**src/rtl/band_scan_scheduler_if.sv**
```systemverilog
// Sample-input and shared-LED-driver handshake bundle for band_scan_scheduler.
// master is the scheduler side; slave is the sample source / driver side.
interface band_scan_scheduler_if;
    logic       smp_valid;
    logic       smp_ready;
    logic [5:0] smp_freq;
    logic [3:0] smp_amp;
    logic       drv_valid;
    logic       drv_ready;
    logic [1:0] drv_band;
    logic [3:0] drv_level;

    modport master (
        input  smp_valid, smp_freq, smp_amp, drv_ready,
        output smp_ready, drv_valid, drv_band, drv_level
    );

    modport slave (
        output smp_valid, smp_freq, smp_amp, drv_ready,
        input  smp_ready, drv_valid, drv_band, drv_level
    );
endinterface

```
**src/rtl/band_scan_scheduler.sv**
```systemverilog
// Per-band peak-hold with periodic decay, and a round-robin scan of the three band peaks
// onto a single shared LED driver with a programmable dwell per band.
module band_scan_scheduler #(
    parameter int unsigned DWELL_CYCLES = 1000,
    parameter int unsigned DECAY_CYCLES = 4096,
    parameter int unsigned CNT_W        = 16
) (
    input  logic                         clk,
    input  logic                         reset,
    input  logic                         enable,
    band_scan_scheduler_if.master        bus,
    output logic [3:0]                   peak_low,
    output logic [3:0]                   peak_mid,
    output logic [3:0]                   peak_high,
    output logic [7:0]                   oor_count
);
    localparam logic [CNT_W-1:0] DwellLast = CNT_W'(DWELL_CYCLES - 1);
    localparam logic [CNT_W-1:0] DecayLast = CNT_W'(DECAY_CYCLES - 1);

    typedef enum logic [1:0] {StIdle, StLoad, StPresent, StDwell} state_e;

    logic             smp_ready_q;
    logic [3:0]       peak_q [3];
    logic [7:0]       oor_q;
    logic [CNT_W-1:0] decay_cnt_q;
    logic [CNT_W-1:0] dwell_cnt_q;
    state_e           state_q;
    logic [1:0]       band_q;
    logic [1:0]       drv_band_q;
    logic [3:0]       drv_level_q;
    logic             drv_valid_q;

    logic             accept;
    logic             tick;
    logic             smp_oor;
    logic [1:0]       smp_band;
    logic [3:0]       load_level;

    always_comb begin
        smp_oor  = 1'b0;
        smp_band = 2'd0;
        if (bus.smp_freq == 6'd0) begin
            smp_oor = 1'b1;
        end else if (bus.smp_freq <= 6'd10) begin
            smp_band = 2'd0;
        end else if (bus.smp_freq <= 6'd28) begin
            smp_band = 2'd1;
        end else begin
            smp_band = 2'd2;
        end
    end

    always_comb begin
        load_level = peak_q[0];
        case (band_q)
            2'd1:    load_level = peak_q[1];
            2'd2:    load_level = peak_q[2];
            default: load_level = peak_q[0];
        endcase
    end

    assign accept = bus.smp_valid && smp_ready_q;
    assign tick   = enable && (decay_cnt_q == DecayLast);

    always_ff @(posedge clk) begin
        if (reset) begin
            smp_ready_q <= 1'b0;
            decay_cnt_q <= '0;
        end else begin
            smp_ready_q <= enable;
            if (enable) begin
                decay_cnt_q <= (decay_cnt_q == DecayLast) ? '0 : decay_cnt_q + 1'b1;
            end
        end
    end

    // A sample landing on a decay tick wins over the decrement for its own band.
    always_ff @(posedge clk) begin
        if (reset) begin
            for (int b = 0; b < 3; b++) begin
                peak_q[b] <= 4'd0;
            end
            oor_q <= 8'd0;
        end else begin
            for (int b = 0; b < 3; b++) begin
                if (accept && !smp_oor && (smp_band == 2'(b))) begin
                    if (bus.smp_amp > peak_q[b]) begin
                        peak_q[b] <= bus.smp_amp;
                    end
                end else if (tick && (peak_q[b] != 4'd0)) begin
                    peak_q[b] <= peak_q[b] - 4'd1;
                end
            end
            if (accept && smp_oor && (oor_q != 8'hFF)) begin
                oor_q <= oor_q + 8'd1;
            end
        end
    end

    always_ff @(posedge clk) begin
        if (reset) begin
            state_q     <= StIdle;
            band_q      <= 2'd0;
            drv_band_q  <= 2'd0;
            drv_level_q <= 4'd0;
            drv_valid_q <= 1'b0;
            dwell_cnt_q <= '0;
        end else begin
            case (state_q)
                StIdle: begin
                    drv_valid_q <= 1'b0;
                    band_q      <= 2'd0;
                    if (enable) begin
                        state_q <= StLoad;
                    end
                end
                StLoad: begin
                    if (!enable) begin
                        state_q <= StIdle;
                        band_q  <= 2'd0;
                    end else begin
                        drv_band_q  <= band_q;
                        drv_level_q <= load_level;
                        drv_valid_q <= 1'b1;
                        state_q     <= StPresent;
                    end
                end
                StPresent: begin
                    // Never withdraw a presented word; disable only takes effect after handshake.
                    if (bus.drv_ready) begin
                        drv_valid_q <= 1'b0;
                        dwell_cnt_q <= '0;
                        if (enable) begin
                            state_q <= StDwell;
                        end else begin
                            state_q <= StIdle;
                            band_q  <= 2'd0;
                        end
                    end
                end
                StDwell: begin
                    if (!enable) begin
                        state_q <= StIdle;
                        band_q  <= 2'd0;
                    end else if (dwell_cnt_q == DwellLast) begin
                        band_q  <= (band_q == 2'd2) ? 2'd0 : band_q + 2'd1;
                        state_q <= StLoad;
                    end else begin
                        dwell_cnt_q <= dwell_cnt_q + 1'b1;
                    end
                end
                default: begin
                    state_q <= StIdle;
                end
            endcase
        end
    end

    assign bus.smp_ready = smp_ready_q;
    assign bus.drv_valid = drv_valid_q;
    assign bus.drv_band  = drv_band_q;
    assign bus.drv_level = drv_level_q;
    assign peak_low      = peak_q[0];
    assign peak_mid      = peak_q[1];
    assign peak_high     = peak_q[2];
    assign oor_count     = oor_q;

endmodule

```
**src/flat_wrapper.sv**
```systemverilog
// flat-port wrapper written by rule: the top's interface ports become plain ports
module band_scan_scheduler_flat 
#(
    parameter int unsigned DWELL_CYCLES = 1000,
    parameter int unsigned DECAY_CYCLES = 4096,
    parameter int unsigned CNT_W        = 16
)
  (clk, reset, enable, peak_low, peak_mid, peak_high, oor_count, bus_smp_valid, bus_smp_freq, bus_smp_amp, bus_drv_ready, bus_smp_ready, bus_drv_valid, bus_drv_band, bus_drv_level);
  band_scan_scheduler_if bus_i ();
  input  logic clk;
  input  logic reset;
  input  logic enable;
  output logic [3:0] peak_low;
  output logic [3:0] peak_mid;
  output logic [3:0] peak_high;
  output logic [7:0] oor_count;
  input wire logic [$bits(bus_i.smp_valid)-1:0] bus_smp_valid;
  input wire logic [$bits(bus_i.smp_freq)-1:0] bus_smp_freq;
  input wire logic [$bits(bus_i.smp_amp)-1:0] bus_smp_amp;
  input wire logic [$bits(bus_i.drv_ready)-1:0] bus_drv_ready;
  output wire logic [$bits(bus_i.smp_ready)-1:0] bus_smp_ready;
  output wire logic [$bits(bus_i.drv_valid)-1:0] bus_drv_valid;
  output wire logic [$bits(bus_i.drv_band)-1:0] bus_drv_band;
  output wire logic [$bits(bus_i.drv_level)-1:0] bus_drv_level;
  assign bus_i.smp_valid = bus_smp_valid;
  assign bus_i.smp_freq = bus_smp_freq;
  assign bus_i.smp_amp = bus_smp_amp;
  assign bus_i.drv_ready = bus_drv_ready;
  assign bus_smp_ready = bus_i.smp_ready;
  assign bus_drv_valid = bus_i.drv_valid;
  assign bus_drv_band = bus_i.drv_band;
  assign bus_drv_level = bus_i.drv_level;
  band_scan_scheduler #(.DWELL_CYCLES(DWELL_CYCLES), .DECAY_CYCLES(DECAY_CYCLES), .CNT_W(CNT_W)) u_core (.clk(clk), .reset(reset), .enable(enable), .bus(bus_i), .peak_low(peak_low), .peak_mid(peak_mid), .peak_high(peak_high), .oor_count(oor_count));
endmodule
```
**config.mk**
```make
export PLATFORM = sky130hd
export DESIGN_NAME = band_scan_scheduler_flat
export DESIGN_NICKNAME = d
export VERILOG_FILES = /design/src/rtl/band_scan_scheduler_if.sv /design/src/rtl/band_scan_scheduler.sv /design/src/flat_wrapper.sv
export SDC_FILE = /design/constraint.sdc
export NUM_CORES = 1
export LEC_CHECK = 0
export ABC_CLOCK_PERIOD_IN_PS = 2200
export CORE_MARGIN = 8
export CORE_UTILIZATION = 45
export DETAILED_ROUTE_END_ITERATION = 12
export PLACE_DENSITY = 0.78
export SETUP_SLACK_MARGIN = 0.05
export SYNTH_ARGS = -nofsm -noshare
export SYNTH_HDL_FRONTEND = slang
export SYNTH_SLANG_ARGS = --single-unit
```
**constraint.sdc**
```tcl
create_clock -name clk -period 2.2 [get_ports clk]
set_input_delay 0.44 -clock clk [delete_from_list [all_inputs] [get_ports clk]]
set_output_delay 0.44 -clock clk [all_outputs]
set_load 0.005 [all_outputs]
```
==> results.ini <==
[status]
status = finished clean

[synthesis]
synthTopCellsByArea = dfxtp_1, edfxtp_1, ha_1
yosysWarnings = 0
syn-cell-area_sq_um = 3750
yosys-mux-area-fraction = 0.0140
yosys_most_used_dff = dfxtp_1
synth_top_area_cell = dfxtp_1
synthesis.nets = 461
synth-compound-area-share = 0.130
ys_seq_area_frac = 0.374
synthSimpleGateAreaFrac = 0.265
synthAdderAreaFrac = 0.0868
synth_top_family_by_area = simple AND/OR/NAND/NOR gates
synth.ff_latch_count = 64
yosysTopAreaCellShare = 0.278
postSynth.asyncResetShare = 0
syn-instance-count = 420
synth_edf_count = 12
synth_area_per_cell_sq_um = 8.92
yosysUniqueCellTypes = 63
synth_xor_area_frac = 0.0958

[power]
p_per_area_nw_per_um2 = 531
p_seq_frac = 0.457
netSwitchingPower_uw = 663
p_int_mw = 2.04
p_leak_nw = 2.02
combPwrFrac = 0.131
p_total_mw = 2.70
clockPowerShare = 0.412
swShare = 0.245
peakVddDrop_mv = 0.305

[detailed_routing]
ant_nets = 0
top_layer_used = met4
wl_met3_um = 495
num_vias = 3426
met2_length_mm = 4.67
drt-met1-wl_mm = 3.90
drt-wirelength-per-cell_um = 14.8
drc = 0
firstDrtPassIters = 4
first_iter_violations = 152
drt-total-wl_mm = 9.40
vias_per_cell = 5.40

[timing]
maxSlewViolCount = 0
clock_skew_ns = 0.0101
setup_ws_ns = 0.0237
hold_viol = 0
period_minus_slack_ns = 2.18
max_freq_mhz = 459
finalSetupViolations = 0
grt_setup_unrepaired = true
hold_slack_ns = 0.458
period_share = 0.989
worst_slew_margin_rel = 0.717
worst_pin_slew_ns = 0.421

[cts]
clock_tree.buffer_depth = 2
htreeDepth = 3
path_clk_slew_ns = 0.07
insertion_delay_ns = 0.34
cts.sinks = 64
cts_tree = yes
clockRootBuffer = clkbuf_8
cts_buffers = 9

[place]
io_buffers = 42
placed_cell_area_sq_um = 4680
routabilityCongestion = 0.866
dp_slack_ns = -0.606
dp_hpwl_mm = 7.00

[cells_and_area]
nets = 565
area_delta_synth_final_pct = 35.9
drive_gt1_frac = 0.219
finish.utilization = 0.626
final_cell_area_sq_um = 5090
n_antenna_cell = 0

[floorplan]
start_util = 0.461
pin_count = 43
die_h_um = 107
core_sq_um = 8130
dieArea_sq_um = 11500
fp-row-count = 33
die_width_um = 107

[grt]
grt_max_degree = 21
grtUsageTotal = 0.161
first_global_vias = 3369
antenna_found_initial = 0
grt_pass1_wl_mm = 15.1
grt_overflow = 0

[critical_path]
cp_data_required_time_ns = 2.29
cp_max_fo = 4
startpoint_type = input port
crit_type = in2reg
critPathCaptureType = register
cp_data_arrival_time_ns = 2.27

[job]
drv_cap = 0

[worst_hold_path]
hold_class = reg2reg

-- final timing paths --
kind / from / end / slack, ns / cells past startpoint
worst max-delay path: bus_smp_amp[0] / u_core.peak_q[2][0] / 0.02 / 9
worst min-delay path: u_core.bus.drv_band[0] / u_core.bus.drv_band[0] / 0.46 / 2
worst max register to register: u_core.peak_q[0][1] / u_core.peak_q[2][0] / 0.03 / 8
worst min register to register: u_core.bus.drv_band[0] / u_core.bus.drv_band[0] / 0.46 / 2
-- registers in the layout (all words and copies together) (netlist names) --
| name | flops |
|---|---|
| u_core.bus.drv_level | 4 |
| u_core.decay_cnt_q | 16 |
| u_core.bus.drv_valid | 1 |
| u_core.peak_q | 12 |
| u_core.bus.drv_band | 2 |
| u_core.dwell_cnt_q | 16 |
| u_core.bus.smp_ready | 1 |
| u_core.oor_count | 8 |
| u_core.state_q | 2 |
| u_core.band_q | 2 |
-- critical path: stages --
cell	delay [ns]
clkdlybuf4s50_1	0.43
inv_2	0.11
ha_4	0.15
nor2b_4	0.04
o211a_1	0.22
o211a_1	0.22
a211o_2	0.30
a21o_1	0.21
o2bb2ai_1	0.14
-- power by group through the flow --
stage / Sequential, mW / Clock [mW] / Combinational (mW)
after floorplan: 1.26 / 0 / 0.162
after global routing: 1.24 / 1.18 / 0.384
after global placement: 1.26 / 0 / 0.320
after detailed placement: 1.26 / 0 / 0.332
final: 1.24 / 1.11 / 0.354
after CTS: 1.24 / 1.14 / 0.340
-- repair_timing --
action                     CTS  global route
gates resized for setup     18            19
setup endpoints to repair   17            20
hold buffers                 0             0
buffers inserted             3             6
pin swaps                   16             7
cloned                       0             0
-- metrics by stage --
step / instances / TNS [ns]
after global routing: 634 / -0.112
after floorplan: 420 / 0
after detailed placement: 609 / -12.21
after CTS: 628 / -0.0560
final: 634 / 0
after global placement: 609 / -10.05
-- cell usage after synthesis, types with 5 or more instances --
master and n:
nor2_1 66, dfxtp_1 52, nand2_1 30, xnor2_1 28, ha_1 26, a21oi_1 20, inv_1 19, nand3_1 17
nor3_1 13, xor2_1 13, edfxtp_1 12, nand4_1 9, nor2b_1 7, nor4_1 7, and3_1 6, clkbuf_1 6
a211oi_1 5, a21o_1 5, nor3b_1 5, o21ai_0 5
-- placed cells by master (no fill, tap or decap), types with 6 or more instances in the layout --
| master | Yosys | routed |
|---|---|---|
| nand3_1 | 17 | 17 |
| edfxtp_1 | 12 | 12 |
| buf_4 | 1 | 61 |
| a21oi_2 | 0 | 7 |
| nor2b_1 | 7 | 6 |
| nand4_1 | 9 | 9 |
| xor2_1 | 13 | 13 |
| nand2_1 | 30 | 29 |
| dlygate4sd2_1 | 0 | 9 |
| nor4_1 | 7 | 6 |
| dfxtp_1 | 52 | 52 |
| ha_1 | 26 | 24 |
| clkdlybuf4s50_1 | 0 | 31 |
| nor2_1 | 66 | 63 |
| a21oi_1 | 20 | 13 |
| inv_1 | 19 | 17 |
| xnor2_1 | 28 | 28 |
| clkbuf_8 | 0 | 11 |
| and3_1 | 6 | 6 |
| nor3_1 | 13 | 13 |
-- cells by family (layout without fill, tap and decap cells) --
family / after synthesis / in the layout
and+or+nand+nor: 187 / 187
AOI/OAI and AO/OA: 65 / 65
DFF: 64 / 64
xor gates and xnor gates: 41 / 41
buffers and inverters: 32 / 141
adders and majority gates: 26 / 26
muxes: 5 / 5
-- final cells by class --
| class | count | area, sq um |
|---|---|---|
| Fill cell | 648 | 3040 |
| Multi-Input combinational cell | 324 | 2330 |
| Sequential cell | 64 | 1400 |
| Timing Repair Buffer | 106 | 932 |
| Clock buffer | 12 | 176 |
| Tap cell | 105 | 131 |
| Inverter | 19 | 71.3 |
| Clock inverter | 4 | 48.8 |
-- per-layer routing --
metal | GRT usage | up-vias
li1 | - | 1713
met1 | 0.180 | 1611
met2 | 0.275 | 77
met3 | 0.0359 | 25
met4 | 0.0955 | 0
met5 | 0 | -
No activity file was read; power rests on OpenSTA's default activity.
